===== src/rtl/eth_phy_mgmt_seq.sv =====
// eth_phy_mgmt_seq: MDIO management sequencer for the RMII PHY.
// Brings the PHY out of soft reset, writes the operating mode, then polls
// BMSR/SCSR for link, speed and duplex status. Host register accesses are
// slotted in between sequencer operations. Every MDIO operation is an
// ISSUE cycle followed by a WAIT phase bounded by a timeout counter.
module eth_phy_mgmt_seq #(
    parameter logic [4:0]  PHY_ADDR    = 5'h01,
    parameter int          RST_WAIT    = 50000,
    parameter int          POLL_PERIOD = 100000,
    parameter int          TIMEOUT     = 4096,
    parameter logic [15:0] BMCR_CFG    = 16'h3100
) (
    input  logic        clk_100_mhz,
    input  logic        rst,
    output logic        DM_start,
    output logic        DM_mode,
    output logic [4:0]  DM_addr,
    output logic [4:0]  DM_reg_addr,
    output logic [15:0] DM_data_i,
    input  logic [15:0] DM_data_o,
    input  logic        DM_done,
    input  logic        host_req,
    input  logic        host_mode,
    input  logic [4:0]  host_reg_addr,
    input  logic [15:0] host_wdata,
    output logic        host_ack,
    output logic [15:0] host_rdata,
    output logic        init_done,
    output logic        link_up,
    output logic        speed_100,
    output logic        full_duplex,
    output logic        timeout_err
);

    localparam logic [2:0] S_RST_WR    = 3'd0;
    localparam logic [2:0] S_RST_WAIT  = 3'd1;
    localparam logic [2:0] S_RST_CHK   = 3'd2;
    localparam logic [2:0] S_CFG_WR    = 3'd3;
    localparam logic [2:0] S_IDLE      = 3'd4;
    localparam logic [2:0] S_POLL_BMSR = 3'd5;
    localparam logic [2:0] S_POLL_SCSR = 3'd6;
    localparam logic [2:0] S_HOST      = 3'd7;

    localparam logic [15:0] RST_LAST   = 16'(RST_WAIT - 1);
    localparam logic [16:0] POLL_LAST  = 17'(POLL_PERIOD - 1);
    localparam logic [15:0] TMO_LIMIT  = 16'(TIMEOUT);
    localparam logic [15:0] BMCR_RESET = 16'h8000;
    localparam logic [4:0]  REG_BMCR   = 5'd0;
    localparam logic [4:0]  REG_BMSR   = 5'd1;
    localparam logic [4:0]  REG_SCSR   = 5'd31;

    logic [2:0]  state;
    logic        waiting;
    logic [15:0] tmo_cnt;
    logic [15:0] wait_cnt;
    logic [16:0] poll_cnt;
    logic        hst_mode;
    logic [4:0]  hst_reg;
    logic [15:0] hst_wdata;

    logic        is_op;
    logic        op_mode;
    logic [4:0]  op_reg;
    logic [15:0] op_data;
    logic        op_done;
    logic        op_tmo;
    logic        host_take;
    logic        poll_due;

    // Decode which MDIO operation (if any) the current state performs.
    always_comb begin
        is_op   = 1'b1;
        op_mode = 1'b1;
        op_reg  = REG_BMCR;
        op_data = 16'h0000;
        case (state)
            S_RST_WR: begin
                op_mode = 1'b0;
                op_data = BMCR_RESET;
            end
            S_RST_CHK: begin
                op_reg = REG_BMCR;
            end
            S_CFG_WR: begin
                op_mode = 1'b0;
                op_data = BMCR_CFG;
            end
            S_POLL_BMSR: begin
                op_reg = REG_BMSR;
            end
            S_POLL_SCSR: begin
                op_reg = REG_SCSR;
            end
            S_HOST: begin
                op_mode = hst_mode;
                op_reg  = hst_reg;
                op_data = hst_wdata;
            end
            S_RST_WAIT, S_IDLE: begin
                is_op = 1'b0;
            end
            default: begin
                is_op = 1'b0;
            end
        endcase
    end

    // Completion, timeout and arbitration qualifiers; a done pulse outside WAIT is ignored.
    always_comb begin
        op_done   = is_op & waiting & DM_done;
        op_tmo    = is_op & waiting & ~DM_done & (tmo_cnt == TMO_LIMIT);
        // The ack cycle still sees the old request, so it must not re-enter S_HOST.
        host_take = (state == S_IDLE) & init_done & host_req & ~host_ack;
        poll_due  = (poll_cnt == POLL_LAST);
    end

    // MDIO handshake: issue pulse, stable request fields, timeout counter, sticky error.
    always_ff @(posedge clk_100_mhz or posedge rst) begin
        if (rst) begin
            DM_start    <= 1'b0;
            DM_mode     <= 1'b0;
            DM_addr     <= PHY_ADDR;
            DM_reg_addr <= 5'd0;
            DM_data_i   <= 16'h0000;
            waiting     <= 1'b0;
            tmo_cnt     <= 16'd0;
            timeout_err <= 1'b0;
        end else begin
            DM_addr  <= PHY_ADDR;
            DM_start <= 1'b0;
            if (is_op && !waiting) begin
                DM_start    <= 1'b1;
                DM_mode     <= op_mode;
                DM_reg_addr <= op_reg;
                DM_data_i   <= op_data;
                waiting     <= 1'b1;
                tmo_cnt     <= 16'd0;
            end else if (op_done) begin
                waiting <= 1'b0;
            end else if (op_tmo) begin
                waiting     <= 1'b0;
                timeout_err <= 1'b1;
            end else if (waiting) begin
                tmo_cnt <= tmo_cnt + 16'd1;
            end
        end
    end

    // Sequencer state, wait/poll counters, host capture and status outputs.
    always_ff @(posedge clk_100_mhz or posedge rst) begin
        if (rst) begin
            state       <= S_RST_WR;
            wait_cnt    <= 16'd0;
            poll_cnt    <= 17'd0;
            hst_mode    <= 1'b0;
            hst_reg     <= 5'd0;
            hst_wdata   <= 16'h0000;
            host_ack    <= 1'b0;
            host_rdata  <= 16'h0000;
            init_done   <= 1'b0;
            link_up     <= 1'b0;
            speed_100   <= 1'b0;
            full_duplex <= 1'b0;
        end else begin
            host_ack <= 1'b0;
            case (state)
                S_RST_WR: begin
                    if (op_done) begin
                        state    <= S_RST_WAIT;
                        wait_cnt <= 16'd0;
                    end
                end
                S_RST_WAIT: begin
                    if (wait_cnt == RST_LAST) begin
                        state <= S_RST_CHK;
                    end else begin
                        wait_cnt <= wait_cnt + 16'd1;
                    end
                end
                S_RST_CHK: begin
                    if (op_done) begin
                        if (DM_data_o[15]) begin
                            state    <= S_RST_WAIT;
                            wait_cnt <= 16'd0;
                        end else begin
                            state <= S_CFG_WR;
                        end
                    end else if (op_tmo) begin
                        state <= S_RST_WR;
                    end
                end
                S_CFG_WR: begin
                    if (op_done) begin
                        init_done <= 1'b1;
                        state     <= S_IDLE;
                    end else if (op_tmo) begin
                        state <= S_RST_WR;
                    end
                end
                S_IDLE: begin
                    // Saturate at expiry so a poll deferred by the host is not lost.
                    if (!poll_due) begin
                        poll_cnt <= poll_cnt + 17'd1;
                    end
                    if (host_take) begin
                        state     <= S_HOST;
                        hst_mode  <= host_mode;
                        hst_reg   <= host_reg_addr;
                        hst_wdata <= host_wdata;
                    end else if (poll_due) begin
                        poll_cnt <= 17'd0;
                        state    <= S_POLL_BMSR;
                    end
                end
                S_POLL_BMSR: begin
                    if (op_done) begin
                        link_up <= DM_data_o[2];
                        if (DM_data_o[2]) begin
                            state <= S_POLL_SCSR;
                        end else begin
                            speed_100   <= 1'b0;
                            full_duplex <= 1'b0;
                            state       <= S_IDLE;
                        end
                    end else if (op_tmo) begin
                        link_up <= 1'b0;
                        state   <= S_IDLE;
                    end
                end
                S_POLL_SCSR: begin
                    if (op_done) begin
                        speed_100   <= DM_data_o[3];
                        full_duplex <= DM_data_o[4];
                        state       <= S_IDLE;
                    end else if (op_tmo) begin
                        state <= S_IDLE;
                    end
                end
                S_HOST: begin
                    if (op_done) begin
                        host_ack <= 1'b1;
                        if (hst_mode) begin
                            host_rdata <= DM_data_o;
                        end
                        state <= S_IDLE;
                    end else if (op_tmo) begin
                        host_ack   <= 1'b1;
                        host_rdata <= 16'hFFFF;
                        state      <= S_IDLE;
                    end
                end
                default: begin
                    state <= S_RST_WR;
                end
            endcase
        end
    end

endmodule

===== config.mk =====
export PLATFORM = sky130hd
export DESIGN_NAME = eth_phy_mgmt_seq
export DESIGN_NICKNAME = d
export VERILOG_FILES = /design/src/rtl/eth_phy_mgmt_seq.sv
export SDC_FILE = /design/constraint.sdc
export NUM_CORES = 1
export LEC_CHECK = 0
export CAP_MARGIN = 30
export CORE_MARGIN = 5
export CORE_UTILIZATION = 31
export CTS_BUF_LIST = sky130_fd_sc_hd__clkbuf_4 sky130_fd_sc_hd__clkbuf_8
export CTS_CLUSTER_DIAMETER = 80
export DETAILED_ROUTE_END_ITERATION = 8
export SLEW_MARGIN = 0
export SYNTH_ARGS = -nofsm -noshare
export SYNTH_HDL_FRONTEND = slang
export SYNTH_SLANG_ARGS = --single-unit

===== constraint.sdc =====
create_clock -name clk_100_mhz -period 4.4 [get_ports clk_100_mhz]
set_clock_uncertainty 0.2 [all_clocks]
set_input_delay 0.44 -clock clk_100_mhz [delete_from_list [all_inputs] [get_ports clk_100_mhz]]
set_output_delay 0.44 -clock clk_100_mhz [all_outputs]
set_load 0.005 [all_outputs]

# After elaboration in Yosys (flattened, before gate mapping)
# Cells that the tools add are included.
# op_classes
n_bitwise,11
addsub,3
reduce_logical,20
n_eq_ne,22
n_mux,46
# op_table
cell,n
16-bit two-way mux,11
16-bit case mux with 3 select lines,2
17-bit two-way mux,3
"16-bit by 1-bit adder with 16-bit output, second input constant",2
3-bit two-way mux,10
3-bit case mux with 7 select lines,1
"2-bit != test, second input constant",9
"17-bit by 1-bit adder with 17-bit output, second input constant",1
"17-bit == test, second input constant",1
"16-bit by 13-bit == test with 1-bit output, second input constant",1
"16-bit == test, second input constant",1
5-bit case mux with 3 select lines,1
1-bit two-way mux,13
"3-bit == test, second input constant",4
3-bit AND reduction,4
1-bit bitwise AND,7
"3-bit by 2-bit == test with 1-bit output, second input constant",2
1-bit case mux with 2 select lines,3
2-bit AND reduction,3
2-bit nonzero test,3
3-bit nonzero test,2
2-bit OR reduction,3
5-bit AND reduction,1
2-bit two-way mux,2
8 further kinds,12
# totals
output_inout_bits,50
regBits,120
elab_cells,121

# Depth between registers and ports, before layout
# logic_depth
word_depth,9
mapped_depth,8
depth_no_buf,8

# Worst setup path after synthesis
# No wires, ideal clock.
# synth_timing
kind,reg2reg
startpoint,register poll_cnt[11]
endpoint,register poll_cnt[0]
arrival_ps,1982
path_stages_with_launch,8
n_path_buf,0
required_time_ps,4073
path_slack_ps,2091
setup_ps,127
path_cell_list,dfrtp_1 > or4_4 > nor4_4 > inv_2 > ha_1 > nor2_1 > a211oi_1 > a21oi_1
# synth_between
elab_chain_cells,4
# synth_rtl
item,line,text
"start, declared",56,logic [16:0] poll_cnt;
"start signal, assigned",203,poll_cnt <= poll_cnt + 17'd1;
17-bit == test *,114,poll_due = (poll_cnt == POLL_LAST);
17-bit two-way mux,202,if (!poll_due) begin
17-bit two-way mux,210,end else if (poll_due) begin
17-bit two-way mux *,205,if (host_take) begin
# Mark *: on every way between the ends. The rest lies on a longest branch, timed or not.
# A chain may end at the register's enable or synchronous reset.

# Final worst setup path
# layout_timing
startpoint,register state[1]
endpoint,register DM_data_i[6]
# layout_between
elab_chain_cells,4
word_cells_on_any_way,9
classes_between,eq/ne (4); mux (2); reduce/logical (3)
# layout_rtl
item,line,text
"start, declared",52,logic [2:0] state;
"start signal, assigned",152,state <= S_RST_WR;
"start signal, assigned",169,state <= S_RST_WAIT;
"start signal, assigned",175,state <= S_RST_CHK;
3-bit == test or 3-bit by 1-bit == test with 1-bit output (tied branches),76,case (state)
2-bit OR reduction,76,
1-bit two-way mux,76,
1-bit logical AND,131,if (is_op && !waiting) begin
"end signal, assigned",135,DM_data_i <= op_data;
"end, declared",19,"output logic [15:0] DM_data_i,"
# Several ways; a longest one is shown, not always the timed one.

==> results.yml <==
synthesis:
  synth_top_area_share_pct: 50.8
  netlist-cell-type-count: 69
  ys_seq_area_share_pct: 50.8
  syn_area_um2: 5910
  synth-seq-cells: 120
  synth_warnings: 0
  yosys.area.top_type: "dfrtp_1"
  synth_ff_type: "dfrtp_1"
  synth.avg_cell_area_um2: 10.2
  ys_top_cells_by_area: "dfrtp_1 51%, mux2_2 7.4%, nand2_1 4.3%"
  synth_edf_count: 0
  syn-instance-count: 581
  async_flop_share_pct: 100
setup_path:
  crit_path_cell_trace: "or2_0 -> nand2_1 -> inv_2 -> nand3_1 -> nand2_1"
  reg2reg_setup_slack_ns: 1.63
  crit_path_top_delay_cell: "dfrtp_1"
  endpoint_kind: "flip-flop"
  cp.depth: 5
  worstPathArrival_ns: 2.95
  required_ns: 4.58
  reg2reg_from: "state[1]$_DFFE_PP0P_"
  cp_top_family: "simple AND/OR/NAND/NOR gates"
  critical_path_class: "reg2reg"
  path_common_cell: "nand2_1"
  timing.rr.end: "DM_data_i[6]$_DFFE_PP0P_"
  slowest_delay_ns: 0.97
  start_kind: "flip-flop"
  ff2ff_path_depth: 5
  path_buf_inv: 1
  path_max_fanout: 29
timing:
  final.setup.tns_ns: 0
  worst_slack_ns: 1.63
  rsz0062_at_grt: "no"
  finalCritPeriodShare_pct: 63.1
  hold_viol_final: 0
  worstMarginPinSlew_ns: 1.01
  finalSetupViolCount: 0
  layout_min_cycle_time_ns: 2.77
  maxSlewViolCount: 0
  max_slew_margin_pct: 31.9
  max_freq_mhz: 360
die:
  boundaryPins: 92
  die_x_um: 148
  die_y_um: 148
  core_um2: 18800
  start_util_pct: 31.5
  rows: 50
  die-area_um2: 21900
final_layout:
  finalNonFillerCells: 911
  finish.instance_area_um2: 7430
  finalNetCount: 711
  antenna_cells: 0
  largest_register_ffs: 17
  final_cell_mix: "120 x dfrtp_1, 86 x clkdlybuf4s50_1, 67 x nand2_1"
  top_register: "poll_cnt"
  syn2layout_area_growth_pct: 25.6
  final_common_cell: "dfrtp_1"
  drive_gt1_share_pct: 14.3
place:
  io_buffers: 86
  dp_slack_ns: 1.33
  dp_hpwl_um: 10400
  dp.cells: 878
  dpl-instance-area_um2: 6950
  globalplace.congestion: 0.868
power_and_ir_drop:
  ir_drop_v: 0.000202
  p_int_w: 0.00191
  seq_power_share_pct: 46.8
  powerDensity_nw_per_um2: 332
  comb_power_share_pct: 5.8
  sw_frac_of_total_pct: 22.6
  p_leak_nw: 3.21
  clockPowerShare_pct: 47.4
  switchingPower_w: 0.000557
  p_total_w: 0.00246
clocking:
  cts_tree: "yes"
  cts_max_path_buffers: 2
  holdBufCountCts: 0
  cts_setup_buffers: 0
  cts_sinks: 120
  htree_levels: 4
  cts_buffers: 17
  cts.repair.resized: 0
  cts_root_buf: "clkbuf_8"
  path_clk_slew_ns: 0.07
  clk_latency_ns: 0.44
worst_hold_path:
  holdPathStages: 2
  hold-path-endpoint: "DM_data_i[3]$_DFFE_PP0P_"
  hp-class: "reg2reg"
  holdCritStartpoint: "DM_data_i[3]$_DFFE_PP0P_"
routing:
  vias: 4771
  wirelength_um: 14700
  wl_per_cell_um: 16.1
  post-route-drc-count: 0
  drt_first_pass_iters: 5
  via_per_inst: 5.24
  drt-initial-drc-count: 348
  drtAntennaViolNets: 0
flow_run:
  drv_cap: 0
grt:
  grt_remaining_overflow: 0
  grt_pass1_vias: 4801
  grt_pass1_wl_um: 24400
  grt_usage_pct: 13.8
  grt_max_degree: 72
  grt_antenna_before_repair: 0
status:
  status: "finished clean"
-- worst register-to-register path, cell delays in order, from the launching register on --
cell,delay [ns]
dfrtp_1,0.97
or2_0,0.40
nand2_1,0.46
inv_2,0.46
nand3_1,0.13
nand2_1,0.09
-- synth_stat cells (all sizes together), types with 2 or more instances --
master   count
a211o        2
a211oi       4
a21o         6
a21oi       23
a221oi       2
a22o         3
a41oi        3
and2         2
and3         7
and4         5
buf         16
clkbuf      16
conb         2
dfrtp      120
ha           5
inv         16
mux2        39
mux2i        2
nand2       67
nand3       37
nand3b       3
nand4       13
nor2        48
nor2b        3
nor3        19
nor3b        3
nor4        10
nor4b        3
o211ai       2
o21ai       23
o21bai       5
o221ai       3
o2bb2ai      3
o31ai        2
or2          2
or3         17
or4          4
xnor2       19
xor2         8
-- power by group through the flow --
stage	Combinational [W]	Sequential, W	Clock, W
4_1_cts	0.000144	0.00115	0.00120
6_report	0.000142	0.00115	0.00117
2_1_floorplan	0.0000828	0.00117	0
3_5_place_dp	0.000144	0.00117	0
3_3_place_gp	0.000141	0.00117	0
5_1_grt	0.000159	0.00116	0.00125
-- cell type report --
type	count	area, um^2
clock inverter	11	195
clock buffer	21	277
sequential	120	3000
inverter	16	62.6
timing repair buffer	93	913
multi-input combinational	416	2690
fill	1844	11300
tap	234	293
-- how the worst max path moves through the flow --
stage / end / slack, ns / from
global placement: wait_cnt[2]$_DFFE_PP0P_ / 1.41 / DM_done
detailed placement: host_rdata[6]$_DFFE_PP0P_ / 1.33 / DM_done
finish: DM_data_i[6]$_DFFE_PP0P_ / 1.63 / state[1]$_DFFE_PP0P_
floorplan: DM_data_i[0]$_DFFE_PP0P_ / 0.57 / rst
global route: DM_data_i[2]$_DFFE_PP0P_ / 1.30 / state[1]$_DFFE_PP0P_
CTS: DM_data_i[6]$_DFFE_PP0P_ / 1.66 / state[1]$_DFFE_PP0P_
-- kinds of logic (layout without fill, tap and decap cells) --
family / after synthesis / count (layout) / share of synthesized area, %
multiplexers: 41 / 41 / 7.77
XOR/XNOR: 27 / 27 / 4.00
adder cells (fa/ha/maj): 5 / 5 / 1.06
AO/OA/AOI/OAI: 92 / 92 / 10.7
other: 2 / 5 / 0.127
flip-flops: 120 / 120 / 50.8
AND/OR/NAND/NOR: 246 / 246 / 21.5
buffers and inverters: 48 / 141 / 4.04
-- metal layers --
| metal | vias to the layer above | track usage (%) | part of all wire, % | routed length (um) |
|---|---|---|---|---|
| met2 | 167 | 20.5 | 45 | 6660 |
| li1 | 2253 | - | - | - |
| met3 | 25 | 3.90 | 6.7 | 992 |
| met4 | 0 | 6.51 | 2.5 | 362 |
| met1 | 2326 | 18.6 | 45 | 6690 |
| met5 | - | 0 | 0 | 0 |
-- metrics by stage --
stage | hold slack [ns] | utilization, %
finish | 0.277 | 39.6
global route | 0.291 | 39.6
CTS | 0.282 | 39.5
detailed placement | 0.261 | 37.0
global placement | 0.255 | 37.0
floorplan | 0.258 | -
No activity file was read; power rests on OpenSTA's default activity.
